## src/rtl/pet_kbd_pkg.sv

```systemverilog
// Shared types, PS/2 protocol constants and scan-code keymaps for the PET keyboard bridge.
// Latency: n/a (types, constants and pure functions only).
// Backpressure: n/a.
package pet_kbd_pkg;

    // One keymap entry: valid flag plus PET matrix coordinates.
    typedef struct packed {
        logic       valid;
        logic [3:0] row;
        logic [2:0] col;
    } keymap_entry_t;

    // Scan-code parser states: prefix bytes seen so far for the current key.
    typedef enum logic [1:0] {
        IDLE    = 2'd0,
        BRK     = 2'd1,
        EXT     = 2'd2,
        EXT_BRK = 2'd3
    } parse_state_t;

    localparam logic [7:0] PS2_BRK    = 8'hF0;
    localparam logic [7:0] PS2_EXT    = 8'hE0;
    localparam logic [7:0] PS2_BAT    = 8'hAA;
    localparam logic [7:0] PS2_ERR0   = 8'h00;
    localparam logic [7:0] PS2_ERRF   = 8'hFF;
    localparam logic [7:0] PS2_ACK    = 8'hFA;
    localparam logic [7:0] PS2_RESEND = 8'hFE;
    localparam logic [7:0] PS2_ECHO   = 8'hEE;
    localparam int         NUM_ROWS   = 10;

    // Set-2 scan codes without the E0 prefix.
    function automatic keymap_entry_t keymap_norm(input logic [7:0] code);
        keymap_entry_t e;
        e = '0;
        case (code)
            8'h1C:   e = '{valid: 1'b1, row: 4'd4, col: 3'd0};  // A
            8'h5A:   e = '{valid: 1'b1, row: 4'd6, col: 3'd5};  // Return
            8'h12:   e = '{valid: 1'b1, row: 4'd8, col: 3'd0};  // Left shift
            default: e = '0;
        endcase
        return e;
    endfunction

    // Set-2 scan codes that follow an E0 prefix.
    function automatic keymap_entry_t keymap_ext(input logic [7:0] code);
        keymap_entry_t e;
        e = '0;
        case (code)
            8'h75:   e = '{valid: 1'b1, row: 4'd1, col: 3'd7};  // Up -> PET cursor up/down
            default: e = '0;
        endcase
        return e;
    endfunction

endpackage

```

## src/rtl/ps2_rx.sv

```systemverilog
// PS/2 device-to-host serial receiver: 11-bit frames, odd parity, with inactivity abort.
// Latency: rx_byte/byte_valid (or err) one clk after the stop-bit falling edge is detected.
// Backpressure: none; byte_valid is a single-cycle strobe the consumer must take.
module ps2_rx #(
    parameter int TIMEOUT_CYC = 100000,
    parameter int SYNC_STAGES = 2      // must be >= 2
) (
    input  logic       clk,
    input  logic       reset,
    input  logic       ps2_clk,
    input  logic       ps2_data,
    output logic [7:0] rx_byte,
    output logic       byte_valid,
    output logic       err
);

    localparam int TW = $clog2(TIMEOUT_CYC + 1);

    logic [SYNC_STAGES-1:0] clk_sync;
    logic [SYNC_STAGES-1:0] dat_sync;
    logic                   clk_prev;
    logic                   clk_s;
    logic                   dat_s;
    logic                   fall;
    logic [3:0]             bit_cnt;
    logic [9:0]             shreg;
    logic [TW-1:0]          tcnt;
    logic [10:0]            full;
    logic                   frame_ok;

    assign clk_s = clk_sync[SYNC_STAGES-1];
    assign dat_s = dat_sync[SYNC_STAGES-1];
    assign fall  = clk_prev & ~clk_s;

    // Complete frame as it would look with the current (11th) bit: [0]=start, [8:1]=data, [9]=parity, [10]=stop.
    assign full     = {dat_s, shreg};
    assign frame_ok = ~full[0] & full[10] & (^full[9:1]);

    // Synchronizers preset to the idle-high line level so reset never fakes a falling edge.
    always_ff @(posedge clk) begin
        if (reset) begin
            clk_sync <= '1;
            dat_sync <= '1;
            clk_prev <= 1'b1;
        end else begin
            clk_sync <= {clk_sync[SYNC_STAGES-2:0], ps2_clk};
            dat_sync <= {dat_sync[SYNC_STAGES-2:0], ps2_data};
            clk_prev <= clk_s;
        end
    end

    // Bit collection, frame check and inactivity abort.
    always_ff @(posedge clk) begin
        if (reset) begin
            bit_cnt    <= '0;
            shreg      <= '0;
            tcnt       <= '0;
            rx_byte    <= '0;
            byte_valid <= 1'b0;
            err        <= 1'b0;
        end else begin
            byte_valid <= 1'b0;
            err        <= 1'b0;
            if (fall) begin
                tcnt <= '0;
                if (bit_cnt == 4'd10) begin
                    bit_cnt <= '0;
                    if (frame_ok) begin
                        rx_byte    <= full[8:1];
                        byte_valid <= 1'b1;
                    end else begin
                        err <= 1'b1;
                    end
                end else begin
                    shreg   <= {dat_s, shreg[9:1]};
                    bit_cnt <= bit_cnt + 4'd1;
                end
            end else if (bit_cnt != 4'd0) begin
                if (tcnt == TW'(TIMEOUT_CYC - 1)) begin
                    bit_cnt <= '0;
                    tcnt    <= '0;
                end else begin
                    tcnt <= tcnt + 1'b1;
                end
            end
        end
    end

endmodule

```

## src/rtl/ps2_pet_keyboard.sv

```systemverilog
// PS/2 keyboard to Commodore PET key matrix bridge: scan-code parser plus 10x8 matrix.
// Latency: matrix update one clk after the byte strobe; keyin is combinational from keyrow.
// Backpressure: none; every received byte is consumed in the cycle it is strobed.
module ps2_pet_keyboard
    import pet_kbd_pkg::*;
#(
    parameter int TIMEOUT_CYC = 100000,
    parameter int SYNC_STAGES = 2
) (
    input  logic       clk,
    input  logic       reset,
    input  logic       ps2_clk,
    input  logic       ps2_data,
    input  logic [3:0] keyrow,
    output logic [7:0] keyin,
    output logic       frame_err
);

    logic [7:0]    rx_byte;
    logic          byte_valid;
    logic          rx_err;

    parse_state_t  state;
    parse_state_t  state_nxt;
    keymap_entry_t ent;

    logic          upd_vld, upd_vld_nxt;
    logic          upd_set, upd_set_nxt;
    logic [3:0]    upd_row, upd_row_nxt;
    logic [2:0]    upd_col, upd_col_nxt;
    logic          clr_all, clr_all_nxt;

    logic [NUM_ROWS-1:0][7:0] matrix;

    ps2_rx #(
        .TIMEOUT_CYC (TIMEOUT_CYC),
        .SYNC_STAGES (SYNC_STAGES)
    ) u_rx (
        .clk        (clk),
        .reset      (reset),
        .ps2_clk    (ps2_clk),
        .ps2_data   (ps2_data),
        .rx_byte    (rx_byte),
        .byte_valid (byte_valid),
        .err        (rx_err)
    );

    assign frame_err = rx_err;

    // Parser state and the pending matrix operation it produced.
    always_ff @(posedge clk) begin
        if (reset) begin
            state   <= IDLE;
            upd_vld <= 1'b0;
            upd_set <= 1'b0;
            upd_row <= '0;
            upd_col <= '0;
            clr_all <= 1'b0;
        end else begin
            state   <= state_nxt;
            upd_vld <= upd_vld_nxt;
            upd_set <= upd_set_nxt;
            upd_row <= upd_row_nxt;
            upd_col <= upd_col_nxt;
            clr_all <= clr_all_nxt;
        end
    end

    // Prefix tracking and key-event decode for each received byte.
    always_comb begin
        state_nxt   = state;
        upd_vld_nxt = 1'b0;
        upd_set_nxt = 1'b0;
        upd_row_nxt = '0;
        upd_col_nxt = '0;
        clr_all_nxt = 1'b0;
        ent = ((state == EXT) || (state == EXT_BRK)) ? keymap_ext(rx_byte)
                                                     : keymap_norm(rx_byte);
        if (byte_valid) begin
            // Any byte not consumed as a prefix ends the sequence.
            state_nxt   = IDLE;
            upd_vld_nxt = ent.valid;
            upd_row_nxt = ent.row;
            upd_col_nxt = ent.col;
            upd_set_nxt = (state == IDLE) || (state == EXT);
            case (state)
                IDLE: begin
                    if (rx_byte == PS2_BRK) begin
                        state_nxt   = BRK;
                        upd_vld_nxt = 1'b0;
                    end else if (rx_byte == PS2_EXT) begin
                        state_nxt   = EXT;
                        upd_vld_nxt = 1'b0;
                    end else if ((rx_byte == PS2_BAT) || (rx_byte == PS2_ERR0) ||
                                 (rx_byte == PS2_ERRF)) begin
                        // Keyboard self-test or overrun: nothing can be trusted as held.
                        clr_all_nxt = 1'b1;
                        upd_vld_nxt = 1'b0;
                    end else if ((rx_byte == PS2_ACK) || (rx_byte == PS2_RESEND) ||
                                 (rx_byte == PS2_ECHO)) begin
                        upd_vld_nxt = 1'b0;
                    end
                end
                EXT: begin
                    if (rx_byte == PS2_BRK) begin
                        state_nxt   = EXT_BRK;
                        upd_vld_nxt = 1'b0;
                    end
                end
                default: ;
            endcase
        end
    end

    // Key matrix: bulk clear or single-bit set/clear, one cycle behind the byte strobe.
    always_ff @(posedge clk) begin
        if (reset) begin
            matrix <= '0;
        end else if (clr_all) begin
            matrix <= '0;
        end else if (upd_vld && (upd_row < 4'(NUM_ROWS))) begin
            matrix[upd_row][upd_col] <= upd_set;
        end
    end

    // Active-low column read-back for the row the PIA is scanning.
    always_comb begin
        keyin = 8'hFF;
        if (keyrow < 4'(NUM_ROWS)) begin
            keyin = ~matrix[keyrow];
        end
    end

endmodule

```

## config.mk

```make
export PLATFORM = sky130hd
export DESIGN_NAME = ps2_pet_keyboard
export DESIGN_NICKNAME = d
export VERILOG_FILES = /design/src/rtl/pet_kbd_pkg.sv /design/src/rtl/ps2_rx.sv /design/src/rtl/ps2_pet_keyboard.sv
export SDC_FILE = /design/constraint.sdc
export NUM_CORES = 1
export LEC_CHECK = 0
export CAP_MARGIN = 15
export CORE_UTILIZATION = 53
export DETAILED_ROUTE_END_ITERATION = 8
export PLACE_DENSITY = 0.73
export REMOVE_ABC_BUFFERS = 1
export SYNTH_ARGS = -nofsm -noshare
export SYNTH_HDL_FRONTEND = slang
export SYNTH_SLANG_ARGS = --single-unit
```

## constraint.sdc

```tcl
create_clock -name clk -period 1.81 [get_ports clk]
set_input_delay 0.2715 -clock clk [delete_from_list [all_inputs] [get_ports clk]]
set_output_delay 0.2715 -clock clk [all_outputs]
set_load 0.005 [all_outputs]
```

* After elaboration in Yosys (flattened, before gate mapping) *
Index checks and enable logic that the tools add are counted.

cells by class
  add/sub/neg operators = 2
  $lt $le $gt $ge = 7
  eq/ne operators = 15
  multiplexer cells = 29
  bitwise logic cells = 10
  reductions and logical operators = 23

operators by type and width
  kind                                                count
  bitwise mux 80 bit                                  1
  == test 8 bit, second input constant                7
  2-to-1 mux 8 bit                                    5
  binary-select mux 8 bit (select 4 bit)              1
  demux 8 bit (select 4 bit)                          1
  one-hot mux 8 bit (3 select lines)                  1
  adder 17 x 1 -> 17 bit, second input constant       1
  == test 17 bit, second input constant               1
  2-to-1 mux 17 bit                                   1
  == test 8 x 5 -> 1 bit, second input constant       2
  == test 8 x 7 -> 1 bit, second input constant       2
  2-to-1 mux 4 bit                                    4
  < comparator 4 x 5 -> 1 bit, second input constant  2
  2-to-1 mux 1 bit                                    9
  parity 9 bit                                        1
  logical NOT 8 bit                                   1
  < comparator 4 bit, second input constant           2
  NOT 8 bit                                           1
  logical OR 1 bit                                    6
  2-to-1 mux 2 bit                                    3
  NOT 1 bit                                           6
  OR reduction 2 bit                                  3
  OR reduction 5 bit                                  1
  adder 4 x 1 -> 4 bit, second input constant         1
  other kinds (16)                                    23

word-level totals
  register bits = 138
  input bits = 8
  output and inout port bits = 9
  word-level logic and storage cells = 111

* Logic depth before layout (Yosys ltp) *
Gate-level depths: netlist of run 1.

  depth in word-level cells = 8
  gate-level depth with buffers = 7
  depth with buffers taken out = 6

* Modules after synthesis *
From an unflattened synthesis of run 1, not the netlist that was laid out.

unflattened totals
  cells, all modules = 560
  area total of the unflattened synthesis = 5640.4 µm²

by module, submodules not included
  module            times used  cells an instance  area an instance (µm²)  seq. area each (µm²)
  ps2_pet_keyboard  1           332                3564.7                  1801.7
  ps2_rx            1           228                2075.7                  920.9

* Worst setup path before layout of run 1 *
OpenSTA, ideal clock, no wires.

  kind = input port to output port
  from = input keyrow[0]
  to = output keyin[5]
  arrival = 1.711 ns
  data required time = 1.539 ns
  path slack = -0.172 ns
  cell stages on the path = 5
  path buffers = 3
  cells stage by stage = buf_2 > buf_2 > buf_2 > mux4_2 > a21oi_1

on the way
  cells in the longest elaborated chain, start to end = 4
  elaborated cells on any way between the ends = 5
  those cells by class = order compare: 1; mux: 3; bitwise: 1

ends and longest elaborated chain
  item                                    line                     source
  start: declaration                      ps2_pet_keyboard.sv:14   input logic [3:0] keyrow,
  binary-select mux 8 bit (select 4 bit)  ps2_pet_keyboard.sv:130  keyin = ~matrix[keyrow];
  2-to-1 mux 8 bit (not written as such)  ps2_pet_keyboard.sv:130
  NOT 8 bit                               ps2_pet_keyboard.sv:130
  2-to-1 mux 8 bit (*)                    ps2_pet_keyboard.sv:129  if (keyrow < 4'(NUM_ROWS)) begin
  end: declaration                        ps2_pet_keyboard.sv:15   output logic [7:0] keyin,

Mark *: on every way between the ends. The rest lies on a longest branch, timed or not. The select of a mux whose other input is x is not followed.

* Worst setup path after layout of run 1 *
  from = register matrix[21] (netlist name)
  to = output keyin[5]

on the way
  cells in the longest elaborated chain, start to end = 4

ends and longest elaborated chain
  item                                    line                     source
  start: declaration                      ps2_pet_keyboard.sv:33   logic [NUM_ROWS-1:0][7:0] matrix;
  start signal: indexed assignment        ps2_pet_keyboard.sv:122  matrix[upd_row][upd_col] <= upd_set;
  binary-select mux 8 bit (select 4 bit)  ps2_pet_keyboard.sv:130
  2-to-1 mux 8 bit (not written as such)  ps2_pet_keyboard.sv:130
  NOT 8 bit                               ps2_pet_keyboard.sv:130
  2-to-1 mux 8 bit                        ps2_pet_keyboard.sv:129

Every way passes these cells. The select of a mux whose other input is x is not followed.

==> results of run 1 <==
-- routing by layer --
layer	up-vias	wire length, microns	part of all wire, %
met5	-	0	0
met4	0	110	0.95
met3	11	330	2.9
met2	78	5691	49
met1	1982	5388	47
li1	2113	-	-
-- cells by family (layout without fill, tap and decap cells) --
| family | Yosys count | after routing | share of synthesized area, % |
|---|---|---|---|
| mux | 40 | 40 | 11.06 |
| fa+ha+maj | 4 | 4 | 0.8881 |
| flops | 136 | 136 | 48.31 |
| buf+inv | 40 | 99 | 2.842 |
| simple gates | 273 | 273 | 26.69 |
| compound gates | 74 | 74 | 7.394 |
| xor+xnor | 15 | 15 | 2.820 |
-- stage by stage --
stage / setup WS (ns) / TNS [ns]
floorplan: -0.1909 / -2.938
global placement: -0.8274 / -7.974
detailed placement: -0.8479 / -10.61
CTS: -0.2816 / -1.955
global route: -0.3936 / -2.837
finish: -0.2634 / -1.905
-- Yosys cell counts, types with 2 or more instances --
library cell  number
a21oi_1           44
a22oi_1            8
a31oi_1            3
and2_1            61
buf_2              5
clkbuf_1          25
dfxtp_1          136
ha_1               4
inv_1              8
mux2_2             8
mux2i_1           15
mux4_2            16
nand2_1           57
nand2b_1          24
nand3_1           23
nand3b_1           4
nand4_1            6
nand4b_1           5
nor2_1            39
nor2b_1            7
nor3_1             9
nor4_1             4
nor4b_1            4
nor4bb_1           4
o211ai_1           4
o21ai_0           11
or2_2              7
or3_1              5
or4_1              4
xnor2_1           10
xnor3_1            2
xor2_1             3
-- cell usage in the layout, fill, tap and decap left out, drive strengths merged, types with 12 or more instances in the layout --
cell,Yosys,layout
nand2,57,57
clkbuf,25,20
mux2i,16,16
buf,7,50
and2,61,61
o21ai,12,12
nand3,24,24
dfxtp,136,136
nor2,39,39
mux4,16,16
nand2b,24,24
a21oi,45,45
-- final cells by class --
class	instances	share of cell area [%]
flip-flops and latches	136	39.73
inverters	8	0.4364
repair buffers	59	7.656
well taps	136	2.473
clock inverters	12	1.746
multi-input cells	406	41.63
clock buffers	20	6.328
-- state kept, by name, indices dropped and copies added, names as in the netlist, 3 cells and up --
name / count
u_rx.bit_cnt: 4
u_rx.rx_byte: 8
matrix: 80
u_rx.tcnt: 17
u_rx.shreg: 10
upd_row: 3
-- final timing paths --
path                            depth (start not counted)          endpoint        startpoint  slack, ns
worst min-delay path                                    2  u_rx.clk_sync[0]           ps2_clk       0.33
worst max register to register                          7     u_rx.tcnt[11]   u_rx.bit_cnt[1]       0.02
worst max-delay path                                    5          keyin[5]        matrix[21]      -0.26
worst min register to register                          1  u_rx.clk_sync[1]  u_rx.clk_sync[0]       0.41
-- worst max-delay path: cells and delay by family, from the launching register on --
| family | cells | cell delay, ns |
|---|---|---|
| AO/OA/AOI/OAI | 2 | 0.32 |
| AND/OR/NAND/NOR | 1 | 0.07 |
| flip-flops | 1 | 0.31 |
| multiplexers | 1 | 0.47 |
| buffers and inverters | 1 | 0.12 |
-- what timing repair did --
action / CTS / global route
endpoints found under the setup margin: 28 / 30
gates resized for setup: 57 / 15
setup buffers: 3 / 1
cloned: 1 / 0
pin swaps: 13 / 9
-- power by group --
| group | internal [mW] | switching (mW) | leakage [nW] |
|---|---|---|---|
| clock network | 1.87 | 1.33 | 0.254 |
| logic | 0.113 | 0.125 | 1.14 |
| registers | 3.00 | 0.00501 | 1.10 |
==> run_results.csv, run 1 <==
group,metric,value,unit
grt,antenna_found_initial,0,
sta,setup_ws,-0.2634,ns
clock_tree,clock_latency,0.52,ns
grt,grtUsageTotal,22.52,%
route,antenna_left,0,
grt,overflow,0,
route,drt_iter0_drc,169,
finish,final_nets,640,
logic_synthesis,yosys-top-cells-area,"dfxtp_1, and2_1, mux4_2, a21oi_1, nand2_1",
route,first_pass_iters,5,
finish,area.sequential,2734,sq um
sta,rsz0062_at_grt,"true",
floorplan,die_w,105.1,microns
clock_tree,cts_tree,"built",
logic_synthesis,ys_seq_area_share,48.31,%
route,wl_per_cell,14.83,microns
route,route.vias.total,4184,
setup_path,arrival,1.80,ns
outcome,status,"finished with violations",
finish,diodes,0,
setup_path,slowest_stage,"mux4_2",
route,drc,0,
pwr,p_leak,2.490,nW
flow_run,maxCapViolations,0,
finish,area_delta_synth_final,22.09,%
sta,fmax,482.3,MHz
sta,relSlewSlack,53.47,%
floorplan,die-area,11050,sq um
sta,final_hold_viol_count,0,
logic_synthesis,ys.flop_type,"dfxtp_1",
setup_path,critical_path.startpoint_type,"flop",
logic_synthesis,synth_edf_count,0,
clock_tree,cts_hold_buf,0,
setup_path,worstSetupPathType,"flop to primary output",
grt,grt_start_max_net_pins,51,
placed_design,gp_congestion,0.8477,
floorplan,ios,17,
pwr,power_density,937.5,nW/um^2
clock_tree,root_buffer,"clkbuf_8",
finish,layout-drive-gt1-share,22.93,%
outcome,violations,"setup timing",
floorplan,start_util,54.59,%
setup_path,required,1.54,ns
grt,grt_use_met1,28.68,%
setup_path,critPathMaxStageDelay,0.47,ns
floorplan,die_h,105.1,microns
logic_synthesis,synth_top_cell_area_share,48.31,%
floorplan,coreArea,10320,sq um
setup_path,crit_path_max_fanout,2,
sta,slew_viol_final,0,
route,viasPerCell,5.385,
grt,grtUsageMet2,37.13,%
sta,finalSetupViolCount,8,
grt,first_global_vias,4202,
grt,busiest_layer,"met2",
finish,multi_input_area,2864,sq um
sta,fin_hold_ws,0.3279,ns
pwr,p_total,6.450,mW
clock_tree,htree_levels,4,
placed_design,placedCellCount,740,
clock_tree,cts_made_buffers,17,
route,drt_wl_total,11520,microns
setup_path,worstPathCellList,"mux4_2 > a22oi_1 > nor2_1 > a21oi_1 > buf_2",
sta,finalCritPeriodShare,114.6,%
pwr,vdd_ir_drop_max,950.5,uV
grt,grt_first_pass_wirelength,19720,microns
finish,final_area,6880,sq um
logic_synthesis,synth-seq-cells,136,
clock_tree,clk_pin_slew,0.06,ns
logic_synthesis,async_flop_share,0,%
logic_synthesis,syn_inst,582,
sta,tightest_slew,0.6965,ns
sta,min_period,2.073,ns
floorplan,row_count,37,
finish,fillers,776,
hold_path,hp-class,"input port to flop",
finish,final_cells,777,
grt,use_met3,5.864,%
clock_tree,clk_path_buf_depth,2,
placed_design,hpwl,7332,microns
setup_path,end_kind,"primary output",
placed_design,io_buffers,16,
logic_synthesis,syn_area_per_cell,9.683,sq um
logic_synthesis,synth.distinct_cells,49,
logic_synthesis,yosysTopAreaCell,"dfxtp_1",
placed_design,placedInstanceArea,6173,sq um
logic_synthesis,netlist_area,5635,sq um
finish,final_util,66.65,%
sta,clock_skew,0.01110,ns
logic_synthesis,yosysWarnings,0,
clock_tree,clock-sinks,136,
Note: power is estimated with default switching activity, not from simulation.
==> run 2, diff against run 1 <==
--- a/config.mk
+++ b/config.mk
@@ -9,6 +9,7 @@
 export CORE_UTILIZATION = 53
 export DETAILED_ROUTE_END_ITERATION = 8
 export PLACE_DENSITY = 0.73
+export RECOVER_POWER = 100
 export REMOVE_ABC_BUFFERS = 1
 export SYNTH_ARGS = -nofsm -noshare
 export SYNTH_HDL_FRONTEND = slang
==> run 2 against run 1 <==
Against the previous run: the flow still finishes with violations (setup timing); design area down 0.47%; sequential share of layout area rose by 0.17 points; total power about the same; die area unchanged; utilization shrank 0.32 points; flip-flop and latch count did not move; worst hold slack got worse by 0.0042 ns; largest power group unchanged; highest routed layer unchanged.
==> run_results.csv, run 2 (synthesized netlist as in run 1, its figures left out) <==
group,metric,value,unit
sta,fmax,478.4,MHz
floorplan,coreArea,10320,sq um
grt,grtUsageTotal,22.52,%
clock_tree,clock_latency,0.52,ns
route,route.vias.total,4165,
floorplan,die-area,11050,sq um
clock_tree,cts_made_buffers,17,
route,drt_wl_total,11530,microns
sta,tightest_slew,0.7379,ns
pwr,power_density,941.0,nW/um^2
clock_tree,root_buffer,"clkbuf_8",
floorplan,die_h,105.1,microns
finish,largest_register_ffs,80,
setup_path,r2r_start,"u_rx.bit_cnt[1]",
sta,setup_ws,-0.2804,ns
clock_tree,clock-sinks,136,
finish,layout-drive-gt1-share,22.15,%
floorplan,start_util,54.59,%
setup_path,end_kind,"primary output",
flow_run,maxCapViolations,0,
placed_design,hpwl,7332,microns
floorplan,row_count,37,
sta,slew_viol_final,0,
finish,reg.largest.list,"matrix: 80 flops, u_rx.tcnt: 17 flops, u_rx.shreg: 10 flops",
sta,final_hold_viol_count,0,
sta,finalCritPeriodShare,115.5,%
setup_path,arrival,1.82,ns
route,viasPerCell,5.360,
route,wl_per_cell,14.83,microns
finish,diodes,0,
grt,grt_start_max_net_pins,51,
pwr,p_leak,2.474,nW
finish,mostFrequentLayoutCells,"dfxtp_1, nand2_1, and2_1",
sta,finalSetupViolCount,26,
outcome,violations,"setup timing",
sta,relSlewSlack,50.80,%
route,antenna_left,0,
route,drc,0,
hold_path,min-delay-start,"ps2_clk",
sta,clock_skew,0.01287,ns
placed_design,gp_congestion,0.8477,
placed_design,io_buffers,16,
grt,antenna_found_initial,0,
finish,layout_commonest_cell,"dfxtp_1",
setup_path,cp-startpoint,"keyrow[0]",
finish,final_area,6848,sq um
grt,overflow,0,
sta,min_period,2.090,ns
route,drt_iter0_drc,187,
sta,rsz0062_at_grt,"true",
hold_path,hp-class,"input port to flop",
setup_path,crit_path_max_fanout,7,
grt,grt_first_pass_wirelength,19720,microns
finish,fillers,784,
clock_tree,cts_hold_buf,0,
placed_design,placedInstanceArea,6173,sq um
setup_path,critical_path.startpoint_type,"input port",
pwr,vdd_ir_drop_max,969.3,uV
finish,final_nets,640,
sta,fin_hold_ws,0.3237,ns
grt,first_global_vias,4202,
finish,largest_register,"matrix",
clock_tree,clk_path_buf_depth,2,
sta,tns,-2.380,ns
clock_tree,cts_tree,"built",
floorplan,die_w,105.1,microns
route,first_pass_iters,4,
setup_path,required,1.54,ns
clock_tree,htree_levels,4,
floorplan,ios,17,
finish,area_delta_synth_final,21.51,%
outcome,status,"finished with violations",
clock_tree,clk_pin_slew,0.06,ns
finish,final_util,66.33,%
setup_path,worstSetupPathType,"input port to primary output",
run 2: changes by cell type in the layout (fill, tap and decap cells not counted), moves of 2 or more:
cell and delta:
dlygate4sd3_1 +2, and2_0 +6, buf_4 -5, clkbuf_4 +2
clkbuf_2 +3, and2_1 -6, clkdlybuf4s50_1 -2
run 2: worst paths after layout:
| path | to | slack [ns] | cells after the start |
|---|---|---|---|
| worst max register to register | u_rx.tcnt[15] | -0.04 | 8 |
| worst min-delay path | u_rx.clk_sync[0] | 0.32 | 2 |
| worst max-delay path | keyin[5] | -0.28 | 7 |
| worst min register to register | u_rx.clk_sync[1] | 0.41 | 1 |
run 2: layer usage:
| layer | global-route usage [%] | vias to the layer above | wire length, microns |
|---|---|---|---|
| met3 | 5.864 | 14 | 313 |
| li1 | - | 2113 | - |
| met5 | 0 | - | 0 |
| met2 | 37.13 | 69 | 5667 |
| met4 | 7.545 | 0 | 155 |
| met1 | 28.68 | 1969 | 5389 |
run 2: layout make-up:
type | instances | area (sq um) | area share [%]
clock buffers | 20 | 435.4 | 6.358
multi-input cells | 406 | 2856 | 41.71
well taps | 136 | 170.2 | 2.485
repair buffers | 59 | 503.0 | 7.345
inverters | 8 | 30.03 | 0.4385
flip-flops and latches | 136 | 2733 | 39.90
clock inverters | 12 | 120.1 | 1.754
run 2: stage by stage:
| step | worst slack (ns) | std cells | power, mW |
|---|---|---|---|
| after floorplan | -0.1909 | 550 | 3.157 |
| after global placement | -0.8274 | 740 | 3.276 |
| after detailed placement | -0.8479 | 740 | 3.282 |
| after CTS | -0.2816 | 776 | 6.491 |
| after global routing | -0.3936 | 777 | 6.672 |
| final | -0.2804 | 777 | 6.444 |
run 2: repair_timing:
item / CTS / global route
setup endpoints to repair: 28 / 30
buffers inserted: 3 / 1
gates resized for setup: 57 / 15
gates cloned: 1 / 0
pin swaps: 13 / 9
run 2: worst max-delay path, stage by stage:
cell	delay, ns
clkdlybuf4s15_2	0.23
bufbuf_16	0.28
mux4_2	0.50
a22oi_1	0.23
nor2_1	0.07
a21oi_1	0.10
buf_2	0.12
run 2: report_power, final:
part | total (mW) | switching (mW) | internal, mW
Combinational | 0.230 | 0.124 | 0.107
Sequential | 3.01 | 0.00502 | 3.00
Clock | 3.21 | 1.33 | 1.87
